==> src/rtl/bist_if.sv <==
// rtl/bist_if.sv - BIST memory port and control bundle
//
// Ports carried:
//   start   - level request to begin a self-test run
//   csin    - normal-mode chip select
//   rwbarin - normal-mode read (1) / write (0)
//   opr     - fail-detection enable
//   address - normal-mode memory address (SIZE bits)
//   datain  - normal-mode write data (LENGTH bits)
//   dataout - memory read data, zero unless reading
//   fail    - sticky self-test mismatch flag
// master drives the requests, slave is the bist block.
interface bist_if #(
   parameter int SIZE   = 6,
   parameter int LENGTH = 8
);
   logic              start;
   logic              csin;
   logic              rwbarin;
   logic              opr;
   logic [SIZE-1:0]   address;
   logic [LENGTH-1:0] datain;
   logic [LENGTH-1:0] dataout;
   logic              fail;

   modport master (
      output start, csin, rwbarin, opr, address, datain,
      input  dataout, fail
   );

   modport slave (
      input  start, csin, rwbarin, opr, address, datain,
      output dataout, fail
   );
endinterface

==> src/rtl/bist.sv <==
// rtl/bist.sv - memory with built-in march-style pattern self-test
//
// Ports:
//   clk - system clock, all state changes on rising edge
//   rst - synchronous active-high reset (controller, counter, fail; RAM kept)
//   bus - bist_if.slave: start/csin/rwbarin/opr/address/datain in,
//         dataout/fail out
// Blocks: controller (IDLE/TEST), test counter, pattern decoder,
// input muxes, single-port RAM with combinational read, comparator.
module bist #(
   parameter int SIZE   = 6,
   parameter int LENGTH = 8
) (
   input logic   clk,
   input logic   rst,
   bist_if.slave bus
);

   typedef enum logic {IDLE = 1'b0, TEST = 1'b1} state_t;

   state_t            state_q, state_d;
   logic [SIZE+3:0]   cnt_q, cnt_d;
   logic              fail_q, fail_d;
   logic              term;

   logic [2:0]        pat_sel;
   logic [7:0]        pat_byte;
   logic [LENGTH-1:0] pattern;

   logic              mem_cs;
   logic              mem_rwbar;
   logic [SIZE-1:0]   mem_addr;
   logic [LENGTH-1:0] mem_wdata;
   logic [LENGTH-1:0] rd_word;
   logic [LENGTH-1:0] mem [2**SIZE];

   // Counter layout: [SIZE-1:0] address, [SIZE] read pass, top 3 bits pattern.
   assign term    = &cnt_q;
   assign pat_sel = cnt_q[SIZE+3:SIZE+1];

   always_comb begin
      pat_byte = 8'hAA;
      case (pat_sel)
         3'd0: pat_byte = 8'hAA;
         3'd1: pat_byte = 8'h55;
         3'd2: pat_byte = 8'hF0;
         3'd3: pat_byte = 8'h0F;
         3'd4: pat_byte = 8'h00;
         3'd5: pat_byte = 8'hFF;
         3'd6: pat_byte = 8'hCC;
         3'd7: pat_byte = 8'h33;
         default: pat_byte = 8'hAA;
      endcase
   end

   // Byte pattern tiled across the word; a 4-bit-multiple width may cut
   // the last byte in half.
   always_comb begin
      pattern = '0;
      for (int i = 0; i < LENGTH; i++) begin
         pattern[i] = pat_byte[3'(i)];
      end
   end

   // In TEST the normal-mode inputs are completely ignored.
   always_comb begin
      if (state_q == TEST) begin
         mem_cs    = 1'b1;
         mem_rwbar = cnt_q[SIZE];
         mem_addr  = cnt_q[SIZE-1:0];
         mem_wdata = pattern;
      end else begin
         mem_cs    = bus.csin;
         mem_rwbar = bus.rwbarin;
         mem_addr  = bus.address;
         mem_wdata = bus.datain;
      end
   end

   // RAM is deliberately outside reset so an aborted run keeps its writes.
   always_ff @(posedge clk) begin
      if (mem_cs && !mem_rwbar) begin
         mem[mem_addr] <= mem_wdata;
      end
   end

   assign rd_word     = mem[mem_addr];
   assign bus.dataout = (mem_cs && mem_rwbar) ? rd_word : '0;
   assign bus.fail    = fail_q;

   always_comb begin
      state_d = state_q;
      cnt_d   = cnt_q;
      fail_d  = fail_q;
      case (state_q)
         IDLE: begin
            cnt_d = '0;
            if (bus.start) begin
               state_d = TEST;
               fail_d  = 1'b0;
            end
         end
         TEST: begin
            // Terminal count wraps the counter back to zero on its own.
            cnt_d = cnt_q + 1'b1;
            if (mem_rwbar && bus.opr && (bus.dataout != pattern)) begin
               fail_d = 1'b1;
            end
            if (term) begin
               state_d = IDLE;
            end
         end
         default: state_d = IDLE;
      endcase
   end

   always_ff @(posedge clk) begin
      if (rst) begin
         state_q <= IDLE;
         cnt_q   <= '0;
         fail_q  <= 1'b0;
      end else begin
         state_q <= state_d;
         cnt_q   <= cnt_d;
         fail_q  <= fail_d;
      end
   end

endmodule

==> src/flat_wrapper.sv <==
// flat-port wrapper written by rule: the top's interface ports become plain ports
module bist_flat 
#(
   parameter int SIZE   = 6,
   parameter int LENGTH = 8
)
  (clk, rst, bus_start, bus_csin, bus_rwbarin, bus_opr, bus_address, bus_datain, bus_dataout, bus_fail);
  bist_if #(.SIZE(SIZE), .LENGTH(LENGTH)) bus_i ();
  input logic clk;
  input logic rst;
  input wire logic [$bits(bus_i.start)-1:0] bus_start;
  input wire logic [$bits(bus_i.csin)-1:0] bus_csin;
  input wire logic [$bits(bus_i.rwbarin)-1:0] bus_rwbarin;
  input wire logic [$bits(bus_i.opr)-1:0] bus_opr;
  input wire logic [$bits(bus_i.address)-1:0] bus_address;
  input wire logic [$bits(bus_i.datain)-1:0] bus_datain;
  output wire logic [$bits(bus_i.dataout)-1:0] bus_dataout;
  output wire logic [$bits(bus_i.fail)-1:0] bus_fail;
  assign bus_i.start = bus_start;
  assign bus_i.csin = bus_csin;
  assign bus_i.rwbarin = bus_rwbarin;
  assign bus_i.opr = bus_opr;
  assign bus_i.address = bus_address;
  assign bus_i.datain = bus_datain;
  assign bus_dataout = bus_i.dataout;
  assign bus_fail = bus_i.fail;
  bist #(.SIZE(SIZE), .LENGTH(LENGTH)) u_core (.clk(clk), .rst(rst), .bus(bus_i));
endmodule
==> config.mk <==
export PLATFORM = sky130hd
export DESIGN_NAME = bist_flat
export DESIGN_NICKNAME = d
export VERILOG_FILES = /design/src/rtl/bist_if.sv /design/src/rtl/bist.sv /design/src/flat_wrapper.sv
export SDC_FILE = /design/constraint.sdc
export NUM_CORES = 1
export LEC_CHECK = 0
export CAP_MARGIN = 20
export CORE_MARGIN = 10
export CORE_UTILIZATION = 55
export DETAILED_ROUTE_END_ITERATION = 10
export GPL_TIMING_DRIVEN = 1
export PLACE_DENSITY = 0.79
export SYNTH_ARGS = -nofsm -noshare
export SYNTH_HDL_FRONTEND = slang
export SYNTH_SLANG_ARGS = --single-unit
==> constraint.sdc <==
create_clock -name clk -period 4.8 [get_ports clk]
set_input_delay 1.44 -clock clk [delete_from_list [all_inputs] [get_ports clk]]
set_output_delay 1.44 -clock clk [all_outputs]
set_load 0.02 [all_outputs]
==> results_tabular.tex <==
\begin{tabular}{lr}
\hline
Metric & Value \\
\hline
\multicolumn{2}{l}{\textbf{Logic synthesis}} \\
Yosys Warn Count & 0 \\
Post-synthesis async set-or-reset flop share & 0\% \\
Count of flip-flops with a built-in enable after synthesis & 512 \\
Post-synthesis sequential area ratio & 75.6\% \\
Synthesized net count & 1367 \\
Synth unique cells & 77 \\
Count of state elements after synthesis & 528 \\
Netlist area before placement & 20800 sq um \\
Mean post-synth cell area & 15.4 sq um \\
Predominant post-synthesis flop cell & sky130\_fd\_sc\_hd\_\_edfxtp\_1 \\
Instance count of the mapped netlist & 1346 \\
\multicolumn{2}{l}{\textbf{Power}} \\
Total net switching power & 0.00259 W \\
Sequential share of power & 49.3\% \\
Switch share & 25.0\% \\
Total internal power & 0.00776 W \\
Total power of the final layout & 0.0104 W \\
Power per cell area & 375 nW/um\^{}2 \\
VDD IR-drop max & 0.289 mV \\
Portion of total power attributed to combinational logic & 12.2\% \\
Relative contribution of the clock network to total power & 38.4\% \\
Static power due to leakage & 9.65 nW \\
\multicolumn{2}{l}{\textbf{Clock network}} \\
CTS H-Tree Depth & 2 \\
Clock tree root buffer cell & sky130\_fd\_sc\_hd\_\_clkbuf\_16 \\
Hold buffer count at CTS & 0 \\
Total clock buffers created by CTS & 49 \\
Clock slew at reported path FFs & 0.06 ns \\
Clock tree sinks & 528 \\
CTS tree & built \\
Clk buf depth & 3 \\
Worst skew pair latency & 0.60 ns \\
\multicolumn{2}{l}{\textbf{Worst setup path}} \\
Highest net fanout along the worst path & 7 \\
Critical path startpoint & bus\_address[1] \\
Slack of the worst reg-to-reg path & 0.85 ns \\
Most common cell on crit path & sky130\_fd\_sc\_hd\_\_buf\_4 \\
CP max stage cell & sky130\_fd\_sc\_hd\_\_o32a\_1 \\
Origin of the critical flop-to-flop path & u\_core.cnt\_q[1] \\
Endpoint arrival time on the critical path & 4.31 ns \\
Endpoint of the most critical register-to-register path & u\_core.bus.fail \\
Endpoint required time on the critical path & 3.36 ns \\
Path type of the worst setup path & in -> out \\
Length in cells of the worst reg-to-reg path & 16 \\
Worst Setup Start Kind & input pin \\
Endpoint of the most critical setup path & bus\_dataout[3] \\
Ordered list of cells on the worst path & buf\_12 > mux2\_4 > buf\_4 > nand2\_8 > buf\_4 > o22ai\_1 > nor3\_2 > buf\_4 > o32a\_1 > o221ai\_4 > nor4\_4 > buf\_4 \\
Worst Setup End Kind & output port \\
Slowest Stage Delay on Critical Path & 0.53 ns \\
\multicolumn{2}{l}{\textbf{STA}} \\
Period utilization & 120\% \\
Final WS setup & -0.954 ns \\
FMAX & 0.174 GHz \\
Final total negative setup slack & -4.73 ns \\
Setup repair after global routing missed its margin & yes \\
Worst Clk Skew & 0.0290 ns \\
Min Tclk post-route & 5.75 ns \\
Final Hold Fails & 0 \\
Slew at the pin with the worst max-slew slack & 1.21 ns \\
Setup Viol. Count Final & 8 \\
Max-slew violations & 0 \\
Worst max-slew margin expressed relative to the limit & 19.1\% \\
\multicolumn{2}{l}{\textbf{Placement}} \\
Post-DP HPWL & 43600 um \\
Number of port buffers & 28 \\
Post-Place Setup Slack & -1.70 ns \\
Placed instance count & 2142 \\
Instance area after placement & 24100 sq um \\
Placer Congestion & 1.00 \\
\multicolumn{2}{l}{\textbf{Floorplan}} \\
Horizontal extent of the die & 214 um \\
Initial Utilization & 55.4\% \\
Die boundary height & 214 um \\
Rows & 71 \\
DIE AREA & 45900 sq um \\
Number of I/O pins & 29 \\
Placeable Area & 37500 sq um \\
\multicolumn{2}{l}{\textbf{GRT}} \\
Antenna violations before repair & 2 \\
First-pass GRT wire length & 105000 um \\
Via count of the first global-routing pass & 15500 \\
Global router's overall resource usage & 30.8\% \\
Total congestion overflow & 0 \\
Maximum number of pins on one net before global-route repair & 65 \\
\multicolumn{2}{l}{\textbf{Route}} \\
Total via count after detailed routing & 16800 \\
First-iteration detailed-routing DRC count & 3387 \\
Routed wire per std cell & 35.5 um \\
Antenna Violating Nets Remaining & 0 \\
Total iterations of the first detailed-routing run & 10 \\
Remaining DRCs & 0 \\
Routed wire length & 82500 um \\
Via/cell ratio & 7.24 \\
\multicolumn{2}{l}{\textbf{Hold path}} \\
Hold Path Class & reg -> reg \\
Startpoint of the lowest-slack hold path & u\_core.cnt\_q[7] \\
\multicolumn{2}{l}{\textbf{Finish}} \\
Final instance area & 27600 sq um \\
Sequential cell area & 15700 sq um \\
Area used by multi-input combinational logic & 5550 sq um \\
Non-filler instance count after layout & 2323 \\
N\_diodes & 0 \\
Number of fill cells in the layout & 1900 \\
Proportion of layout cells with a drive suffix above 1 & 38.4\% \\
Final-stage net count & 1795 \\
P\&R area growth vs syn & 33.1\% \\
\multicolumn{2}{l}{\textbf{Status}} \\
Status & finished, violations left \\
Failing checks & negative setup slack \\
\multicolumn{2}{l}{\textbf{Flow run}} \\
Maxcap violations & 0 \\
\hline
\end{tabular}
==> repair_timing <==
| item | 4_1_cts | 5_1_grt |
|---|---|---|
| setup endpoints to repair | 8 | 8 |
| pin swaps | 61 | 61 |
| resized for setup | 196 | 105 |
| gates cloned | 2 | 0 |
| setup buffers | 59 | 34 |
==> routing by layer <==
layer	wire [um]	GRT usage [%]
met5	193	0
met4	7860	21.2
met3	14500	10.4
met2	34800	45.8
met1	25100	37.5
==> sequential cells by signal, summed over array words and instances (netlist names) <==
signal           flops
u_core.mem         512
u_core.pat_byte      4
u_core.cnt_q        10
u_core.state_q       1
u_core.bus.fail      1
==> cells in the final DEF (no fill, tap or decap), drive strengths merged, types with 11 or more instances in the layout <==
cell             n
edfxtp         512
buf            435
nand2          144
nor2           132
o22ai          117
clkbuf          54
a21oi           37
clkinv          26
nand3           24
mux2i           23
a22oi           21
o221ai          19
a31oi           18
nor3            18
dfxtp           16
mux2            16
clkdlybuf4s50   15
a32oi           13
o21ai           13
a221oi          12
nor4            12
nor2b           11
==> worst max-delay path: cells and delay by family <==
family / cells / cell delay [ns]
and+or+nand+nor: 3 / 0.58
buffers and inverters: 5 / 0.90
AOI/OAI and AO/OA: 3 / 0.99
muxes: 1 / 0.37
==> Yosys cell counts, types with 13 or more instances <==
| cell type | instances | area share (%) |
|---|---|---|
| sky130_fd_sc_hd__o221ai_1 | 17 | 0.72 |
| sky130_fd_sc_hd__nand2_1 | 140 | 2.5 |
| sky130_fd_sc_hd__clkbuf_1 | 26 | 0.47 |
| sky130_fd_sc_hd__a22oi_1 | 19 | 0.69 |
| sky130_fd_sc_hd__edfxtp_1 | 512 | 74 |
| sky130_fd_sc_hd__nand3_1 | 22 | 0.53 |
| sky130_fd_sc_hd__a31oi_1 | 18 | 0.54 |
| sky130_fd_sc_hd__nor3_1 | 18 | 0.43 |
| sky130_fd_sc_hd__a21oi_1 | 37 | 0.89 |
| sky130_fd_sc_hd__nor2_1 | 130 | 2.4 |
| sky130_fd_sc_hd__buf_2 | 22 | 0.53 |
| sky130_fd_sc_hd__mux2i_1 | 20 | 0.96 |
| sky130_fd_sc_hd__dfxtp_1 | 16 | 1.5 |
| sky130_fd_sc_hd__o22ai_1 | 117 | 3.5 |
| sky130_fd_sc_hd__mux2_2 | 13 | 0.71 |
==> power groups by stage <==
stage | clock network, W | logic [W] | registers (W)
global route | 0.00410 | 0.00127 | 0.00510
detailed placement | 0 | 0.000901 | 0.00520
global placement | 0 | 0.000880 | 0.00520
CTS | 0.00386 | 0.00104 | 0.00511
finish | 0.00398 | 0.00127 | 0.00511
floorplan | 0 | 0.000435 | 0.00520
==> through the flow <==
stage | utilization [%] | hold slack (ns)
after CTS | 71.5 | 0.574
after floorplan | - | 0.487
after global routing | 73.7 | 0.595
final | 73.7 | 0.580
after global placement | 64.2 | 0.508
after detailed placement | 64.2 | 0.543
==> how the worst min path moves through the flow <==
| stage | endpoint | slack, ns | cells past startpoint |
|---|---|---|---|
| after CTS | u_core.cnt_q[7] | 0.57 | 2 |
| final | u_core.cnt_q[7] | 0.58 | 2 |
| after global placement | u_core.cnt_q[7] | 0.51 | 2 |
| after floorplan | u_core.cnt_q[7] | 0.49 | 2 |
| after global routing | u_core.cnt_q[7] | 0.59 | 2 |
| after detailed placement | u_core.cnt_q[0] | 0.54 | 1 |
==> cells by family after synthesis <==
logic type / count (synthesis) / share of synthesized area, %
fa+ha+maj: 1 / 0.0603
flops: 528 / 75.6
simple gates: 370 / 8.01
xor+xnor: 16 / 0.675
compound gates: 301 / 10.4
buf+inv: 85 / 2.37
mux: 45 / 2.88
==> layout make-up <==
type | count | area share [%]
Sequential cell | 528 | 56.8
Multi-Input combinational cell | 734 | 20.1
Timing Repair Buffer | 452 | 14.9
Clock buffer | 54 | 4.58
Tap cell | 511 | 2.31
Clock inverter | 35 | 1.11
Inverter | 9 | 0.122
No activity file was read; power rests on OpenSTA's default activity.
